$ cat src/rtl/fs_shift_pkg.sv
// Shared definitions for the multi-lane shift register.
//   MODE_*  : per-lane operation codes
//   dir_e   : last shift direction, selects which end drives SO
//   fill_w  : width of the per-lane fill counter
package fs_shift_pkg;

    localparam logic [1:0] MODE_HOLD = 2'b00;
    localparam logic [1:0] MODE_SHL  = 2'b01;
    localparam logic [1:0] MODE_SHR  = 2'b10;
    localparam logic [1:0] MODE_LOAD = 2'b11;

    typedef enum logic {
        DirLeft  = 1'b0,
        DirRight = 1'b1
    } dir_e;

    function automatic int unsigned fill_w(int unsigned depth);
        return $clog2(depth + 1);
    endfunction

endpackage

$ cat src/rtl/fs_shift_multi_if.sv
// Bus bundle for fs_shift_multi.
//   ce   : per-lane clock enable
//   mode : per-lane op, 2 bits per lane
//   sd   : per-lane serial in
//   pd   : per-lane parallel load data, lane k at [k*DEPTH +: DEPTH]
//   q    : per-lane register contents
//   so   : per-lane serial out
//   full : per-lane fill indicator
// master drives the controls and observes the results; slave is the shift register.
interface fs_shift_multi_if #(
    parameter int unsigned DEPTH    = 4,
    parameter int unsigned CHANNELS = 1
);
    logic [CHANNELS-1:0]       ce;
    logic [2*CHANNELS-1:0]     mode;
    logic [CHANNELS-1:0]       sd;
    logic [DEPTH*CHANNELS-1:0] pd;
    logic [DEPTH*CHANNELS-1:0] q;
    logic [CHANNELS-1:0]       so;
    logic [CHANNELS-1:0]       full;

    modport master (
        output ce, mode, sd, pd,
        input  q, so, full
    );

    modport slave (
        input  ce, mode, sd, pd,
        output q, so, full
    );
endinterface

$ cat src/rtl/fs_shift_lane.sv
// One lane of the multi-channel shift register: holds Q, the fill counter and the
// last shift direction.
//   clk_i  : clock; active edge is falling when NEG_EDGE=1, rising otherwise
//   rst_ni : asynchronous active-low reset
//   ce_i   : lane enable, 0 holds all state regardless of mode_i
//   mode_i : 00 hold, 01 shift-left, 10 shift-right, 11 load
//   sd_i   : serial in (stored inverted when INVERT_IN=1)
//   pd_i   : parallel load data
//   q_o    : register contents
//   so_o   : Q[DEPTH-1] after a left shift, Q[0] after a right shift
//   full_o : DEPTH serial bits taken since reset/load, or just loaded
module fs_shift_lane
    import fs_shift_pkg::*;
#(
    parameter int unsigned     DEPTH     = 4,
    parameter int unsigned     NEG_EDGE  = 1,
    parameter int unsigned     INVERT_IN = 1,
    parameter logic [DEPTH-1:0] RESET_VAL = '0
) (
    input  logic             clk_i,
    input  logic             rst_ni,
    input  logic             ce_i,
    input  logic [1:0]       mode_i,
    input  logic             sd_i,
    input  logic [DEPTH-1:0] pd_i,
    output logic [DEPTH-1:0] q_o,
    output logic             so_o,
    output logic             full_o
);

    localparam int unsigned      FillW   = fill_w(DEPTH);
    localparam logic [FillW-1:0] FillMax = FillW'(DEPTH);

    // Edge select by inverting the clock; CE stays in the data path.
    logic clk_int;
    assign clk_int = (NEG_EDGE != 0) ? ~clk_i : clk_i;

    logic s;
    assign s = (INVERT_IN != 0) ? ~sd_i : sd_i;

    logic [DEPTH-1:0] q_q, q_d;
    logic [FillW-1:0] fill_q, fill_d;
    dir_e             dir_q, dir_d;

    always_comb begin
        q_d    = q_q;
        fill_d = fill_q;
        dir_d  = dir_q;
        if (ce_i) begin
            unique case (mode_i)
                MODE_HOLD: ;
                MODE_SHL: begin
                    q_d   = {q_q[DEPTH-2:0], s};
                    dir_d = DirLeft;
                    if (fill_q != FillMax) fill_d = fill_q + FillW'(1);
                end
                MODE_SHR: begin
                    q_d   = {s, q_q[DEPTH-1:1]};
                    dir_d = DirRight;
                    if (fill_q != FillMax) fill_d = fill_q + FillW'(1);
                end
                MODE_LOAD: begin
                    q_d    = pd_i;
                    fill_d = FillMax;
                end
                default: ;
            endcase
        end
    end

    always_ff @(posedge clk_int or negedge rst_ni) begin
        if (!rst_ni) begin
            q_q    <= RESET_VAL;
            fill_q <= '0;
            dir_q  <= DirLeft;
        end else begin
            q_q    <= q_d;
            fill_q <= fill_d;
            dir_q  <= dir_d;
        end
    end

    assign q_o    = q_q;
    assign so_o   = (dir_q == DirLeft) ? q_q[DEPTH-1] : q_q[0];
    assign full_o = (fill_q == FillMax);

endmodule

$ cat src/rtl/fs_shift_multi.sv
// Multi-channel shift register: CHANNELS independent lanes of DEPTH bits, each with
// hold / shift-left / shift-right / load and fill tracking.
//   ck_i   : clock, active edge per NEG_EDGE
//   rst_ni : asynchronous active-low reset, dominates all other inputs
//   bus    : slave side of fs_shift_multi_if (ce, mode, sd, pd in; q, so, full out)
module fs_shift_multi
    import fs_shift_pkg::*;
#(
    parameter int unsigned      DEPTH     = 4,
    parameter int unsigned      CHANNELS  = 1,
    parameter int unsigned      NEG_EDGE  = 1,
    parameter int unsigned      INVERT_IN = 1,
    parameter logic [DEPTH-1:0] RESET_VAL = '0
) (
    input  logic              ck_i,
    input  logic              rst_ni,
    fs_shift_multi_if.slave   bus
);

    for (genvar k = 0; k < CHANNELS; k++) begin : g_lane
        fs_shift_lane #(
            .DEPTH     (DEPTH),
            .NEG_EDGE  (NEG_EDGE),
            .INVERT_IN (INVERT_IN),
            .RESET_VAL (RESET_VAL)
        ) u_lane (
            .clk_i  (ck_i),
            .rst_ni (rst_ni),
            .ce_i   (bus.ce[k]),
            .mode_i (bus.mode[2*k +: 2]),
            .sd_i   (bus.sd[k]),
            .pd_i   (bus.pd[k*DEPTH +: DEPTH]),
            .q_o    (bus.q[k*DEPTH +: DEPTH]),
            .so_o   (bus.so[k]),
            .full_o (bus.full[k])
        );
    end

endmodule
$ cat src/flat_wrapper.sv
// flat-port wrapper written by rule: the top's interface ports become plain ports
module fs_shift_multi_flat import fs_shift_pkg::*;
#(
    parameter int unsigned      DEPTH     = 4,
    parameter int unsigned      CHANNELS  = 1,
    parameter int unsigned      NEG_EDGE  = 1,
    parameter int unsigned      INVERT_IN = 1,
    parameter logic [DEPTH-1:0] RESET_VAL = '0
)
  (ck_i, rst_ni, bus_ce, bus_mode, bus_sd, bus_pd, bus_q, bus_so, bus_full);
  fs_shift_multi_if #(.DEPTH(DEPTH), .CHANNELS(CHANNELS)) bus_i ();
  input  logic ck_i;
  input  logic rst_ni;
  input wire logic [$bits(bus_i.ce)-1:0] bus_ce;
  input wire logic [$bits(bus_i.mode)-1:0] bus_mode;
  input wire logic [$bits(bus_i.sd)-1:0] bus_sd;
  input wire logic [$bits(bus_i.pd)-1:0] bus_pd;
  output wire logic [$bits(bus_i.q)-1:0] bus_q;
  output wire logic [$bits(bus_i.so)-1:0] bus_so;
  output wire logic [$bits(bus_i.full)-1:0] bus_full;
  assign bus_i.ce = bus_ce;
  assign bus_i.mode = bus_mode;
  assign bus_i.sd = bus_sd;
  assign bus_i.pd = bus_pd;
  assign bus_q = bus_i.q;
  assign bus_so = bus_i.so;
  assign bus_full = bus_i.full;
  fs_shift_multi #(.DEPTH(DEPTH), .CHANNELS(CHANNELS), .NEG_EDGE(NEG_EDGE), .INVERT_IN(INVERT_IN), .RESET_VAL(RESET_VAL)) u_core (.ck_i(ck_i), .rst_ni(rst_ni), .bus(bus_i));
endmodule
$ cat config.mk
export PLATFORM = sky130hd
export DESIGN_NAME = fs_shift_multi_flat
export DESIGN_NICKNAME = d
export VERILOG_FILES = /design/src/rtl/fs_shift_pkg.sv /design/src/rtl/fs_shift_multi_if.sv /design/src/rtl/fs_shift_lane.sv /design/src/rtl/fs_shift_multi.sv /design/src/flat_wrapper.sv
export SDC_FILE = /design/constraint.sdc
export NUM_CORES = 1
export LEC_CHECK = 0
export BUFFER_PORTS_ARGS = -buffer_cell sky130_fd_sc_hd__buf_2
export CORE_MARGIN = 1
export CORE_UTILIZATION = 40
export CTS_CLUSTER_DIAMETER = 100
export DETAILED_ROUTE_END_ITERATION = 16
export GPL_TIMING_DRIVEN = 0
export SYNTH_ARGS = -nofsm -noshare
export SYNTH_HDL_FRONTEND = slang
export SYNTH_SLANG_ARGS = --single-unit
$ cat constraint.sdc
create_clock -name ck_i -period 2.5 [get_ports ck_i]
set_input_delay 0.25 -clock ck_i [delete_from_list [all_inputs] [get_ports ck_i]]
set_output_delay 0.25 -clock ck_i [all_outputs]
set_load 0.02 [all_outputs]
==> results.sh <==
export IMPL_status="finished, violations left"
export IMPL_violations="negative setup slack"
export IMPL_drv_cap=0
export IMPL_switching_share_pct=36.6
export IMPL_synth_top_cell_area_share_pct=37.4
export IMPL_clk_latency_ns=0.27
export IMPL_ys_warn_count=0
export IMPL_pwr_share_seq_pct=31.8
export IMPL_ys_flop_type="dfrtn_1"
export IMPL_wl_per_cell_um=12.0
export IMPL_drt_antenna_violating_nets=0
export IMPL_syn_area_um2=536
export IMPL_area_delta_synth_final_pct=34.3
export IMPL_core_um2=1170
export IMPL_required_ns=2.25
export IMPL_yosys_top_cells_area="dfrtn_1 (37%), ha_1 (14%), a21oi_1 (4.7%)"
export IMPL_vias=490
export IMPL_max_slew_margin_rel_pct=83.2
export IMPL_wirelength_um=1140
export IMPL_combPwrFrac_pct=51.9
export IMPL_h_tree_depth=1
export IMPL_setup_worst_path_start_class="register"
export IMPL_skew_ns=0.000211
export IMPL_path_class="register to primary output"
export IMPL_grt_pass1_wl_um=1750
export IMPL_io_pins=16
export IMPL_cts_hold_buf=0
export IMPL_drc=0
export IMPL_synth_common_cells="dfrtn_1 (8), ha_1 (6)"
export IMPL_cts_root_buf="clkbuf_4"
export IMPL_endpoint_kind="primary output"
export IMPL_via_per_inst=5.16
export IMPL_vdd_drop_max_uv=381
export IMPL_rsz0062_at_grt="true"
export IMPL_synth_area_leader_cell="dfrtn_1"
export IMPL_drtIter0Drc=5
export IMPL_worst_slack_ns=-0.163
export IMPL_placed_cells=88
export IMPL_finalNonFillerCells=95
export IMPL_worstPathArrival_ns=2.41
export IMPL_async_flop_share_pct=100
export IMPL_power_share_clock_pct=16.3
export IMPL_synth_cells=59
export IMPL_antenna_found_initial=0
export IMPL_maxSlewViolCount=0
export IMPL_clock_sinks=8
export IMPL_fin_nets=99
export IMPL_start_util_pct=45.7
export IMPL_p_int_uw=403
export IMPL_grt_util_all_layers_pct=18.2
export IMPL_cp_max_fo=2
export IMPL_setup_viol=2
export IMPL_worstHoldPathType="register to register"
export IMPL_yosysMostFrequentCell="dfrtn_1"
export IMPL_worst_pin_slew_ns=0.251
export IMPL_p_sw_uw=232
export IMPL_synth_nets=75
export IMPL_hold_violations=0
export IMPL_io_buffer_count=15
export IMPL_row_count=12
export IMPL_antennaDiodeCount=0
export IMPL_postSynthAreaPerCell_um2=9.08
export IMPL_cts_buffers=3
export IMPL_yosysSeqAreaShare_pct=37.4
export IMPL_dieWidth_um=38.6
export IMPL_clockBufferDepth=2
export IMPL_clk_pin_slew_worst_paths_ns=0.04
export IMPL_ys_ff_latch=8
export IMPL_dpl_hpwl_um=849
export IMPL_power_density_nw_per_um2=883
export IMPL_cts_tree="yes"
export IMPL_grt_max_degree=11
export IMPL_synth_edf_count=0
export IMPL_fin_util_pct=61.4
export IMPL_fin_hold_ws_ns=0.504
export IMPL_drive_above_1_share_pct=40.7
export IMPL_cellLeakagePower_nw=0.352
export IMPL_synthDistinctLibCells=24
export IMPL_die_height_um=38.6
export IMPL_overflow=0
export IMPL_grt_pass1_vias=417
export IMPL_drtPass1Iterations=4
export IMPL_gp_congestion=0.735
export IMPL_die_area_um2=1490
==> kinds of logic (layout without fill, tap and decap cells) <==
group	after synthesis	count (layout)	share of synthesized area, %
mux	3	3	6.07
compound gates	15	15	17.3
simple gates	20	20	19.9
fa+ha+maj	6	6	14.0
flops	8	8	37.4
buf+inv	7	29	5.37
==> cell usage in the layout (no fill, tap or decap), drive strengths merged, types with 2 or more instances in the layout <==
master and n:
a31oi 4, a21oi 5, buf 21, o21ai 2, nor3b 3, mux2 2, ha 6, clkbuf 3
dfrtn 8, inv 5, nand2 5, nor2 5
==> path summary, 6_finish.rpt <==
check	slack [ns]	startpoint	to	depth (start not counted)
worst max-delay path	-0.16	u_core.g_lane[0].u_lane.fill_q[0]	bus_full	4
worst min-delay path	0.50	u_core.g_lane[0].u_lane.dir_q	u_core.g_lane[0].u_lane.dir_q	1
worst max register to register	1.12	u_core.g_lane[0].u_lane.fill_q[0]	u_core.g_lane[0].u_lane.fill_q[2]	6
worst min register to register	0.50	u_core.g_lane[0].u_lane.dir_q	u_core.g_lane[0].u_lane.dir_q	1
max in group asynchronous	1.35	rst_ni	u_core.g_lane[0].u_lane.dir_q	1
min in group asynchronous	0.95	rst_ni	u_core.g_lane[0].u_lane.q_o[1]	1
==> power groups by stage <==
stage                     logic, mW  clock network (mW)  registers (mW)
after detailed placement      0.218                   0           0.206
after global placement        0.212                   0           0.205
after floorplan               0.144                   0           0.210
after CTS                     0.318               0.106           0.201
final                         0.330               0.104           0.202
after global routing          0.362               0.109           0.206
==> cell type report <==
class | count | area [um2]
clock buffer | 3 | 22.5
inverter | 5 | 18.8
sequential | 8 | 200
tap | 14 | 17.5
fill | 108 | 452
multi-input combinational | 44 | 333
buffer | 2 | 10.0
timing repair buffer | 19 | 118
==> metal layers <==
layer / track usage (%) / vias to the layer above / share of wire, %
met5: 0 / - / 0
li1: - / 251 / -
met2: 25.8 / 15 / 44
met3: 8.67 / 0 / 5.6
met4: 5.17 / 0 / 0
met1: 24.2 / 224 / 50
==> sequential cells by signal, indices dropped and copies added (netlist names) <==
register                     cells
u_core.g_lane.u_lane.dir_q       1
u_core.g_lane.u_lane.fill_q      3
u_core.g_lane.u_lane.q_o         4
==> critical path, cell delays in order, from the launching register on <==
cell,delay [ns]
dfrtn_1,0.43
inv_2,0.05
ha_4,0.15
and2_4,0.13
buf_6,0.12
==> stage by stage <==
stage	power [mW]	worst slack, ns	instance area [um2]	setup TNS, ns
4_1_cts	0.626	-0.168	704	-0.308
3_3_place_gp	0.416	-0.280	628	-1.02
5_1_grt	0.677	-0.189	719	-0.344
6_report	0.635	-0.163	719	-0.301
2_1_floorplan	0.354	0.00168	536	0
3_5_place_dp	0.425	-0.269	628	-1.01
==> timing repair <==
action | in CTS | in global routing
endpoints found under the setup margin | 4 | 3
endpoints found under the hold margin | 0 | 0
gates resized for setup | 11 | 2
pin swaps | 0 | 0
setup buffers | 3 | 1
Note: power is estimated with default switching activity, not from simulation.
